### src/rtl/sum_a_b_accum_stage.sv
// ---------------------------------------------------------------------------
// sum_a_b_accum_stage
//
// User-fabric stage that forms a + b from two unsigned data inputs and drives
// the 32-bit user_data_in of the sum_a_b simulink2ppc software register.
// Lives entirely in the user_clk domain, directly upstream of the register.
//
// Pipeline:
//   stage 1 : sum1 <= zero_ext(a_in) + zero_ext(b_in)   (captured on in_valid)
//             v1   <= in_valid
//   stage 2 : when v1 is set, acc takes sum1 (mode=0) or acc + sum1 (mode=1),
//             the sample counter advances and the output FSM may publish acc.
//   Inputs driven after edge N appear on user_data_out / out_valid after N+2.
//   Full throughput, no backpressure.
//
// Handshake: in_valid qualifies a_in/b_in for exactly the cycle it is high;
// there is no ready, every valid sample is taken. out_valid is a one-cycle
// pulse that marks the cycle user_data_out carries a freshly published word.
//
// Output FSM (visible on out_state):
//   IDLE   (2'd0) : after reset/clr, output 0. First stage-2 sample -> RUN.
//   RUN    (2'd1) : every stage-2 sample publishes acc with an out_valid pulse.
//                   freeze=1 -> FROZEN (freeze beats a same-cycle sample).
//   FROZEN (2'd2) : output held, out_valid low; acc/count/ovf keep running.
//                   freeze=0 -> RUN; the output refreshes on the next sample.
//
// Parameters:
//   A_WIDTH   : width of unsigned operand a_in
//   B_WIDTH   : width of unsigned operand b_in
//               (max(A_WIDTH, B_WIDTH) + 1 must not exceed 32)
//   CNT_WIDTH : width of the saturating sample counter
//
// Ports:
//   user_clk      in   sole clock
//   user_rst_n    in   synchronous active-low reset, overrides everything
//   a_in          in   operand a (A_WIDTH)
//   b_in          in   operand b (B_WIDTH)
//   in_valid      in   a_in/b_in valid this cycle
//   mode          in   0 = instantaneous sum, 1 = accumulate (sampled in stage 2)
//   clr           in   synchronous clear of acc, counter, ovf, output, FSM
//   freeze        in   hold user_data_out while high
//   user_data_out out  32-bit word to the register's user_data_in
//   out_valid     out  one-cycle pulse when user_data_out updates
//   sample_cnt    out  accepted samples since reset/clr, saturating at all-ones
//   ovf           out  sticky overflow flag (accumulate carry out of bit 31)
//   out_state     out  debug view of the output FSM state
//
// Build option:
//   SUM_A_B_SATURATE_EN : when defined, an accumulate that would exceed
//   0xFFFFFFFF loads 0xFFFFFFFF instead of wrapping. Default (undefined):
//   the accumulator wraps modulo 2^32. ovf is set on carry either way.
// ---------------------------------------------------------------------------
module sum_a_b_accum_stage #(
  parameter int A_WIDTH   = 16,
  parameter int B_WIDTH   = 16,
  parameter int CNT_WIDTH = 16
) (
  input  logic                 user_clk,
  input  logic                 user_rst_n,
  input  logic [A_WIDTH-1:0]   a_in,
  input  logic [B_WIDTH-1:0]   b_in,
  input  logic                 in_valid,
  input  logic                 mode,
  input  logic                 clr,
  input  logic                 freeze,
  output logic [31:0]          user_data_out,
  output logic                 out_valid,
  output logic [CNT_WIDTH-1:0] sample_cnt,
  output logic                 ovf,
  output logic [1:0]           out_state
);

  localparam logic [1:0] ST_IDLE   = 2'd0;
  localparam logic [1:0] ST_RUN    = 2'd1;
  localparam logic [1:0] ST_FROZEN = 2'd2;

  // -------------------------------------------------------------------------
  // State
  // -------------------------------------------------------------------------
  logic [31:0]          sum1;
  logic                 v1;
  logic [31:0]          acc;
  logic [CNT_WIDTH-1:0] cnt;
  logic                 ovf_q;
  logic [1:0]           state;
  logic [31:0]          data_q;
  logic                 valid_q;

  // -------------------------------------------------------------------------
  // Stage 1: operand add
  // The true result width is max(A,B)+1 <= 32, so doing the add directly at
  // 32 bits on zero-extended operands is exact and already zero-extended.
  // -------------------------------------------------------------------------
  logic [31:0] a_ext;
  logic [31:0] b_ext;
  logic [31:0] sum_in;

  always_comb begin
    a_ext  = 32'(a_in);
    b_ext  = 32'(b_in);
    sum_in = a_ext + b_ext;
  end

  // -------------------------------------------------------------------------
  // Stage 2: accumulator, sample counter and sticky overflow
  // -------------------------------------------------------------------------
  logic [32:0]          acc_add;
  logic [31:0]          acc_nxt;
  logic                 ovf_nxt;
  logic [CNT_WIDTH-1:0] cnt_nxt;

  always_comb begin
    acc_add = {1'b0, acc} + {1'b0, sum1};
    acc_nxt = acc;
    ovf_nxt = ovf_q;
    cnt_nxt = cnt;
    if (v1) begin
      if (mode) begin
        if (acc_add[32]) begin
          ovf_nxt = 1'b1;
`ifdef SUM_A_B_SATURATE_EN
          // Pin at full scale; once pinned every further accumulate carries
          // again, so acc stays at all-ones until clr/reset.
          acc_nxt = 32'hFFFF_FFFF;
`else
          acc_nxt = acc_add[31:0];
`endif
        end else begin
          acc_nxt = acc_add[31:0];
        end
      end else begin
        acc_nxt = sum1;
      end
      if (cnt != {CNT_WIDTH{1'b1}}) begin
        cnt_nxt = cnt + CNT_WIDTH'(1);
      end
    end
  end

  // -------------------------------------------------------------------------
  // Output FSM
  // The published word is the post-update acc (acc_nxt), so a sample seen in
  // stage 2 reaches user_data_out on the same edge it reaches acc.
  // -------------------------------------------------------------------------
  logic [1:0]  state_nxt;
  logic [31:0] data_nxt;
  logic        valid_nxt;

  always_comb begin
    state_nxt = state;
    data_nxt  = data_q;
    valid_nxt = 1'b0;
    case (state)
      ST_IDLE: begin
        if (v1) begin
          if (freeze) begin
            // Freeze wins over the first sample: acc absorbs it, output
            // stays at 0 until a sample arrives after release.
            state_nxt = ST_FROZEN;
          end else begin
            state_nxt = ST_RUN;
            data_nxt  = acc_nxt;
            valid_nxt = 1'b1;
          end
        end
      end
      ST_RUN: begin
        if (freeze) begin
          state_nxt = ST_FROZEN;
        end else if (v1) begin
          data_nxt  = acc_nxt;
          valid_nxt = 1'b1;
        end
      end
      ST_FROZEN: begin
        // Release does not republish; the next stage-2 sample will.
        if (!freeze) begin
          state_nxt = ST_RUN;
        end
      end
      default: begin
        state_nxt = ST_IDLE;
      end
    endcase
  end

  // -------------------------------------------------------------------------
  // Registers. Reset and clr have identical effect: everything returns to
  // zero/IDLE and any in-flight stage-1 sample is discarded, including one
  // presented in the same cycle.
  // -------------------------------------------------------------------------
  always_ff @(posedge user_clk) begin
    if (!user_rst_n || clr) begin
      sum1    <= '0;
      v1      <= 1'b0;
      acc     <= '0;
      cnt     <= '0;
      ovf_q   <= 1'b0;
      state   <= ST_IDLE;
      data_q  <= '0;
      valid_q <= 1'b0;
    end else begin
      if (in_valid) begin
        sum1 <= sum_in;
      end
      v1      <= in_valid;
      acc     <= acc_nxt;
      cnt     <= cnt_nxt;
      ovf_q   <= ovf_nxt;
      state   <= state_nxt;
      data_q  <= data_nxt;
      valid_q <= valid_nxt;
    end
  end

  assign user_data_out = data_q;
  assign out_valid     = valid_q;
  assign sample_cnt    = cnt;
  assign ovf           = ovf_q;
  assign out_state     = state;

endmodule

### config.mk
export PLATFORM = sky130hd
export DESIGN_NAME = sum_a_b_accum_stage
export DESIGN_NICKNAME = d
export VERILOG_FILES = /design/src/rtl/sum_a_b_accum_stage.sv
export SDC_FILE = /design/constraint.sdc
export NUM_CORES = 1
export LEC_CHECK = 0
export CAP_MARGIN = 15
export CORE_MARGIN = 2
export CORE_UTILIZATION = 30
export CTS_CLUSTER_SIZE = 28
export DETAILED_ROUTE_END_ITERATION = 10
export HOLD_SLACK_MARGIN = 0.08
export PLACE_DENSITY = 0.55
export SYNTH_ARGS = -nofsm -noshare
export SYNTH_HDL_FRONTEND = slang
export SYNTH_SLANG_ARGS = --single-unit
export TNS_END_PERCENT = 1
### constraint.sdc
create_clock -name user_clk -period 2.41 [get_ports user_clk]
set_input_delay 0.482 -clock user_clk [delete_from_list [all_inputs] [get_ports user_clk]]
set_output_delay 0.482 -clock user_clk [all_outputs]
set_load 0.02 [all_outputs]
==> results of run 1 <==
cell type report:
cell class / instances / area share, %
clock buffers: 10 / 3.02
repair buffers: 161 / 19.4
flip-flops and latches: 102 / 27.0
clock inverters: 6 / 0.594
multi-input cells: 497 / 45.6
inverters: 13 / 0.643
well taps: 229 / 3.78
cells in the final DEF, fill, tap and decap left out, types with 4 or more instances in the layout:
master and n:
dfxtp_1 100, nor2_1 91, clkdlybuf4s50_1 84, buf_4 70, nand2_1 45, a21oi_1 45, xnor2_1 30, o21ai_0 28
ha_1 27, mux2i_1 25, o21ai_1 23, nand3_1 20, xor2_1 20, a211oi_1 15, a21o_1 12, inv_1 11
clkbuf_16 9, nand4_1 8, nor3_1 8, and3_1 6, or3_1 5, o21a_1 5, nor3_2 5, dlymetal6s2s_1 5
a31oi_1 4, a21oi_2 4, o21bai_1 4, ha_2 4
worst min-delay path: cells and delay by family (launching register included):
family | cells | cell delay, ns
AO/OA/AOI/OAI | 1 | 0.05
flip-flops | 1 | 0.31
AND/OR/NAND/NOR | 1 | 0.05
flip-flops by register name, summed over array words and instances, names as in the netlist:
register and flops:
acc 32, sum1 17, user_data_out 32, out_valid 1, sample_cnt 16, out_state 2
v1 1, ovf 1
power breakdown:
group	switching (uW)	total, uW	internal [uW]
Combinational	298	607	309
Sequential	23.5	1730	1710
Clock	672	1380	709
Total	993	3720	2730
stage by stage:
stage | setup slack (ns) | setup TNS (ns) | instances | area (sq um) | util (%)
after floorplan | -0.0270 | -0.0270 | 637 | 5480 | -
after global placement | -0.540 | -5.76 | 997 | 7080 | 39.4
after detailed placement | -0.523 | -6.15 | 997 | 7080 | 39.4
after CTS | -0.0332 | -0.0642 | 1013 | 7410 | 41.3
after global routing | -0.113 | -1.43 | 1018 | 7580 | 42.2
final | -0.00244 | -0.00244 | 1018 | 7580 | 42.2
routing by layer:
layer / wire (um) / global-route usage [%] / vias up
li1: - / - / 2562
met3: 514 / 2.14 / 11
met1: 7060 / 19.9 / 2354
met4: 179 / 4.20 / 0
met5: 0 / 0 / -
met2: 6940 / 25.3 / 91
how the worst max path moves through the flow:
stage / startpoint / to / slack (ns)
4_1_cts: a_in[0] / sum1[12] / -0.03
2_1_floorplan: a_in[0] / sum1[14] / -0.03
5_1_grt: acc[0] / user_data_out[12] / -0.11
3_3_place_gp: a_in[0] / sum1[14] / -0.54
6_report: sum1[0] / user_data_out[12] / -0.002
3_5_place_dp: a_in[0] / sum1[14] / -0.52
synth_stat cells (4+ instances only):
library cell / instances / area share [%]
o21bai_1: 5 / 0.69
clkbuf_1: 18 / 1.2
nand2b_1: 4 / 0.46
nand3_1: 21 / 1.9
xor2_1: 21 / 3.4
xnor2_1: 30 / 4.8
buf_1: 4 / 0.27
o21a_1: 5 / 0.69
or3_1: 5 / 0.57
ha_1: 34 / 7.8
and2_1: 4 / 0.46
nor3_1: 11 / 1.0
a21o_1: 12 / 1.6
o21ai_1: 23 / 2.1
and3_1: 6 / 0.69
nor2_1: 92 / 6.3
inv_1: 11 / 0.75
a211oi_1: 18 / 2.5
nand4_1: 8 / 0.91
a21oi_1: 48 / 4.4
o21ai_0: 31 / 2.8
nand2_1: 45 / 3.1
mux2i_1: 25 / 4.6
a31oi_1: 5 / 0.57
dfxtp_1: 102 / 37
cells by family after synthesis:
kind of cell,share of synthesized area (%)
AOI/OAI and AO/OA,20.4
adders and majority gates,8.50
xor gates and xnor gates,8.16
and+or+nand+nor,18.3
buffers and inverters,2.79
muxes,4.57
DFF,37.3
repair_timing:
item | 4_1_cts | 5_1_grt
hold endpoints to repair | 0 | 0
pin swaps | 11 | 26
buffers inserted | 0 | 5
setup endpoints to repair | 32 | 47
resized for setup | 11 | 31
==> results.cfg, run 1 <==
[run_status]
status = finished, violations left
violations = negative setup slack

[floorplan]
initial_utilization_pct = 30.5
dieArea_sq_um = 19300
row_count = 49
io_pins = 90
die_y_um = 139
die_x_um = 139
coreArea_sq_um = 18000

[timing]
finClkSkew_ns = 0.00799
finalCritPeriodShare_pct = 100
setup_slack_ns = -0.00244
fmax_mhz = 415
maxSlewHeadroom_pct = 66.0
final_max_slew_viol_count = 0
fin_crit_ns = 2.41
whs_ns = 0.450
rsz0062_at_grt = yes
hold_viol = 0
final-setup-viol-count = 1
worstMarginPinSlew_ns = 0.507

[drt]
drt-vias-per-instance = 4.93
firstDrtPassIters = 5
routedWlPerCell_um = 14.4
ant_nets = 0
drt_iter0_markers = 235
routed_wl_um = 14700
num_vias = 5018
drc_errors = 0

[cells_and_area]
seqCellArea_sq_um = 2040
drive_gt1_share_pct = 17.1
nets = 858
antennaDiodeCount = 0
multiInputGateArea_sq_um = 3460
fillCellCount = 1782
area_growth_pct = 38.6

[global_route]
grt_max_degree = 35
antenna_found_initial = 0
grt_remaining_overflow = 0
grt_pass1_wl_um = 23700
grt_use_total_pct = 14.9
grt_pass1_vias = 4724

[placement]
hpwl_um = 11100
port_buffers = 89
gp_congestion = 0.891

[critical_path]
path_cells = ha_4 -> fa_2 -> a211oi_4 -> o21bai_2 -> a21oi_2 -> o31a_1 -> or3_1 -> a31oi_2 -> buf_4 -> a22o_1
crit_family = compound AO/OA/AOI/OAI gates
critPathKind = flop to flop
path_depth = 10
crit_fanout = 3
cp.buffers_inverters = 1
crit_required_ns = 2.66
reg2reg_slack_ns = -0.002
startpoint_type = flop
regToRegEndpoint = user_data_out[12]
worst_path_largest_cell_delay_ns = 0.39
reg2regPathDepth = 10
cp_slowest_cell = fa_2
r2r_start = sum1[0]
crit_path_end_kind = flop
arrival_ns = 2.66

[clock_tree]
clock_sinks = 102
clk_latency_ns = 0.35
clockBufferDepth = 2
cts.clk_slew.worst_paths_ns = 0.07
ctsRootBufferMaster = clkbuf_16
cts_hold_buffers = 0
cts_tree = built
cts-buffers-inserted = 9
htreeDepth = 3

[synth]
ys.flop_type = dfxtp_1
synth-edff-count = 0
synth_cells = 637
synth_area_sq_um = 5470
synth_nets = 711
ys_ff_latch = 102
async_flop_share_pct = 0
synth_warnings = 0
ys_seq_area_share_pct = 37.3
synth.distinct_cells = 60
synth_area_per_cell_sq_um = 8.59

[power_and_ir_drop]
power_density_nw_per_um2 = 491
p_leak_uw = 0.00297
design_power_total_uw = 3720
ir_drop_uv = 307

[run]
drv_cap = 0

[worst_hold_path]
hold_path_end = user_data_out[19]
hold_path_depth = 2
min_from = user_data_out[19]
hold_class = flop to flop
Power figures use the tool's default switching activity.
==> run 2: changes to the inputs <==
Settings changed: CORE_UTILIZATION 30 to 25, PLACE_DENSITY 0.55 to 0.48.
==> results.cfg, run 2 (same netlist as run 1, synthesis figures left out) <==
[placement]
gp_congestion = 0.872
place_ws_ns = -0.545
hpwl_um = 11400
port_buffers = 89

[floorplan]
coreArea_sq_um = 21700
die_y_um = 152
dieArea_sq_um = 23100
io_pins = 90
row_count = 54
initial_utilization_pct = 25.2
die_x_um = 152

[power_and_ir_drop]
p_sw_uw = 1010
seqPwrFrac_pct = 44.5
p_comb_share_pct = 16.2
internal_power_uw = 2890
clkPwrFrac_pct = 39.2
ir_drop_uv = 291
power_density_nw_per_um2 = 497
swShare_pct = 25.9
p_leak_uw = 0.00311
design_power_total_uw = 3900

[cells_and_area]
layout_common_cells = 97 x dfxtp_1, 91 x nor2_1, 79 x buf_4
final_common_cell = dfxtp_1
nets = 869
drive_gt1_share_pct = 19.6
area_growth_pct = 43.4
antennaDiodeCount = 0

[timing]
fmax_mhz = 426
setup_slack_ns = 0.0651
maxSlewHeadroom_pct = 65.6
tns_ns = 0
final-setup-viol-count = 0
finalCritPeriodShare_pct = 97.3
rsz0062_at_grt = yes
fin_crit_ns = 2.34
hold_viol = 0
finClkSkew_ns = 0.00988
worstMarginPinSlew_ns = 0.515
final_max_slew_viol_count = 0

[global_route]
grt_max_degree = 30
grt_use_total_pct = 12.9
antenna_found_initial = 0
grt_pass1_wl_um = 24500
grt_remaining_overflow = 0
grt_pass1_vias = 4749

[run_status]
status = complete, no violations

[critical_path]
arrival_ns = 2.64
crit_fanout = 3
crit_path_end_kind = flop
crit_required_ns = 2.70
reg2regPathDepth = 10
critPathKind = flop to flop
startpoint_type = flop

[drt]
firstDrtPassIters = 4
ant_nets = 0
num_vias = 4932
routed_wl_um = 14900
routedWlPerCell_um = 13.8
drt-vias-per-instance = 4.57
drc_errors = 0
drt_iter0_markers = 184

[clock_tree]
htreeDepth = 3
cts_tree = built
clock_sinks = 102
clk_latency_ns = 0.36
clockBufferDepth = 2
cts.clk_slew.worst_paths_ns = 0.07
ctsRootBufferMaster = clkbuf_16
cts-buffers-inserted = 9

[worst_hold_path]
hold_path_depth = 2
hold_class = flop to flop

[run]
drv_cap = 0
-- run 2: cell count changes in the layout (fill, tap and decap cells not counted), sizes merged, moves of 2 or more --
cell and change:
clkinvlp -2, clkbuf +3, buf +11, clkdlybuf4s50 -11
dlymetal6s2s +8
-- run 2: final timing paths --
path | startpoint | slack, ns | to
setup / recovery | sum1[0] | 0.07 | acc[12]
hold / removal | user_data_out[29] | 0.44 | user_data_out[29]
setup reg to reg | sum1[0] | 0.07 | acc[12]
hold reg to reg | user_data_out[29] | 0.44 | user_data_out[29]
-- run 2: layer usage --
| metal | vias up | GRT usage [%] | wire length (um) |
|---|---|---|---|
| li1 | 2583 | - | - |
| met1 | 2252 | 18.0 | 7610 |
| met2 | 84 | 20.1 | 6570 |
| met3 | 13 | 2.94 | 609 |
| met4 | 0 | 3.34 | 158 |
| met5 | - | 0 | 0 |
-- run 2: worst max-delay path: stages (launching register included) --
cell and delay (ns):
dfxtp_2 0.34, ha_4 0.16, fa_2 0.38, a211oi_2 0.22
o21bai_1 0.13, a21oi_1 0.23, o31a_1 0.24, o21ai_0 0.10
a31oi_1 0.27, mux2i_1 0.11, nor2_1 0.08
-- run 2: per-stage QoR --
stage	hold slack, ns	utilization (%)	instance area [sq um]	cells
2_1_floorplan	0.465	-	5480	637
3_5_place_dp	0.440	33.0	7150	1051
3_3_place_gp	0.435	33.0	7150	1051
4_1_cts	0.450	34.8	7550	1073
5_1_grt	0.467	36.2	7850	1080
6_report	0.444	36.2	7850	1080
-- run 2: layout make-up --
| class | instances | area (sq um) |
|---|---|---|
| fill | 2257 | 13800 |
| multi-input combinational | 497 | 3530 |
| sequential | 102 | 2050 |
| timing repair buffer | 172 | 1560 |
| tap | 280 | 350 |
| clock buffer | 11 | 243 |
| clock inverter | 5 | 67.6 |
| inverter | 13 | 48.8 |
-- run 2: what timing repair did --
action / in CTS / in global routing
hold buffers: 0 / 0
resized for setup: 11 / 54
pin swaps: 20 / 26
endpoints found under the setup margin: 29 / 39
setup buffers: 6 / 7
-- run 2: power groups by stage --
stage | Sequential (uW) | Combinational (uW) | Clock, uW
final | 1740 | 633 | 1530
after global routing | 1740 | 702 | 1640
after CTS | 1730 | 605 | 1580
after detailed placement | 1770 | 579 | 0
after global placement | 1770 | 582 | 0
after floorplan | 1770 | 334 | 0
==> run 3: changes to the inputs <==
Settings changed: CORE_MARGIN 2 to 4.
==> results.cfg, run 3 (same netlist as run 1, synthesis figures left out) <==
[clock_tree]
cts.clk_slew.worst_paths_ns = 0.07
cts-buffers-inserted = 9
cts_hold_buffers = 0
clock_sinks = 102
clk_latency_ns = 0.36
cts_tree = built
clockBufferDepth = 2
ctsRootBufferMaster = clkbuf_16
htreeDepth = 3

[cells_and_area]
seqCellArea_sq_um = 2050
drive_gt1_share_pct = 20.6
fillCellCount = 2162
nets = 873
utilization_pct = 37.2
antennaDiodeCount = 0
final_common_cell = dfxtp_1
stdcell_count = 1079
area_growth_pct = 44.5
layout_common_cells = 98 x dfxtp_1, 91 x nor2_1, 83 x buf_4
multiInputGateArea_sq_um = 3570

[critical_path]
crit_path_start = sum1[0]
path_cells = ha_4 -> fa_2 -> a211oi_2 -> o21bai_2 -> nand4_1 -> nand3_2 -> a31oi_4 -> buf_12 -> nand3_1 -> and3_1 -> a21oi_1
crit_fanout = 8
startpoint_type = flop
crit_required_ns = 2.71
r2r_start = sum1[0]
crit_path_end_kind = flop
critPathKind = flop to flop
worst_path_largest_cell_delay_ns = 0.38
cp_slowest_cell = fa_2
arrival_ns = 2.64

[power_and_ir_drop]
ir_drop_uv = 288
design_power_total_uw = 3940
power_density_nw_per_um2 = 498
p_leak_uw = 0.00308

[timing]
hold_viol = 0
final-setup-viol-count = 0
maxSlewHeadroom_pct = 68.3
finalCritPeriodShare_pct = 97.4
fmax_mhz = 426
fin_crit_ns = 2.35
setup_slack_ns = 0.0634
rsz0062_at_grt = yes
worstMarginPinSlew_ns = 0.475
final_max_slew_viol_count = 0
finClkSkew_ns = 0.00749

[placement]
gp_congestion = 0.843
place_ws_ns = -0.541
dp_cells = 1055
hpwl_um = 11900
port_buffers = 89

[drt]
ant_nets = 0
num_vias = 5001
routed_wl_um = 15700
drc_errors = 0
routedWlPerCell_um = 14.5
drt_iter0_markers = 224
drt-vias-per-instance = 4.63
firstDrtPassIters = 4

[floorplan]
io_pins = 90
row_count = 53
dieArea_sq_um = 24300
coreArea_sq_um = 21300
die_y_um = 156
initial_utilization_pct = 25.7
die_x_um = 156

[global_route]
grt_use_total_pct = 12.8
antenna_found_initial = 0
grt_pass1_wl_um = 25100
busiest_layer = met2
grt_pass1_vias = 4842
grt_remaining_overflow = 0
grt_max_degree = 28
grt_use_met2_pct = 19.6
grt_util_met1_pct = 18.1
met3_usage_pct = 2.16

[worst_hold_path]
min_from = user_data_out[26]
hold_class = flop to flop

[run_status]
status = complete, no violations

[run]
drv_cap = 0
-- run 3: metal layers --
metal / share of wire (%) / routed length (um) / up-vias
met4: 1.7 / 260 / 0
met2: 45 / 7030 / 92
met1: 49 / 7710 / 2292
met3: 4.3 / 673 / 18
li1: - / - / 2599
met5: 0 / 0 / -
-- run 3: critical path: cells and delay by family, from the launching register on --
kind	cells	cell delay (ns)
fa+ha+maj	2	0.54
flops	1	0.34
buf+inv	1	0.14
compound gates	4	0.77
simple gates	4	0.48
-- run 3: layout make-up --
cell class	instances	area share, %
Multi-Input combinational cell	497	45.1
Inverter	13	0.617
Clock buffer	10	3.02
Tap cell	275	4.35
Clock inverter	6	0.996
Timing Repair Buffer	176	20.0
Sequential cell	102	25.9
-- run 3: where the power goes --
group | leakage, uW | total [uW] | switching, uW | internal [uW]
Clock | 0.000154 | 1560 | 704 | 852
Sequential | 0.000826 | 1740 | 26.1 | 1710
Combinational | 0.00210 | 647 | 314 | 333
Total | 0.00308 | 3940 | 1040 | 2900
-- run 3: repair_timing --
item,4_1_cts,5_1_grt
pin swaps,21,36
endpoints found under the setup margin,29,47
setup buffers,3,6
resized for setup,17,49
-- run 3: metrics by stage --
stage,setup TNS [ns],hold slack [ns],area [sq um]
floorplan,-0.0270,0.465,5480
global placement,-5.61,0.439,7220
detailed placement,-6.07,0.440,7220
CTS,-0.0293,0.451,7610
global route,-0.326,0.477,7910
finish,0,0.447,7910
-- run 3: final timing paths --
| check | end | slack (ns) | cells past startpoint |
|---|---|---|---|
| worst max register to register | user_data_out[18] | 0.06 | 11 |
| worst min-delay path | user_data_out[26] | 0.45 | 2 |
| worst min register to register | user_data_out[26] | 0.45 | 2 |
| worst max-delay path | user_data_out[18] | 0.06 | 11 |
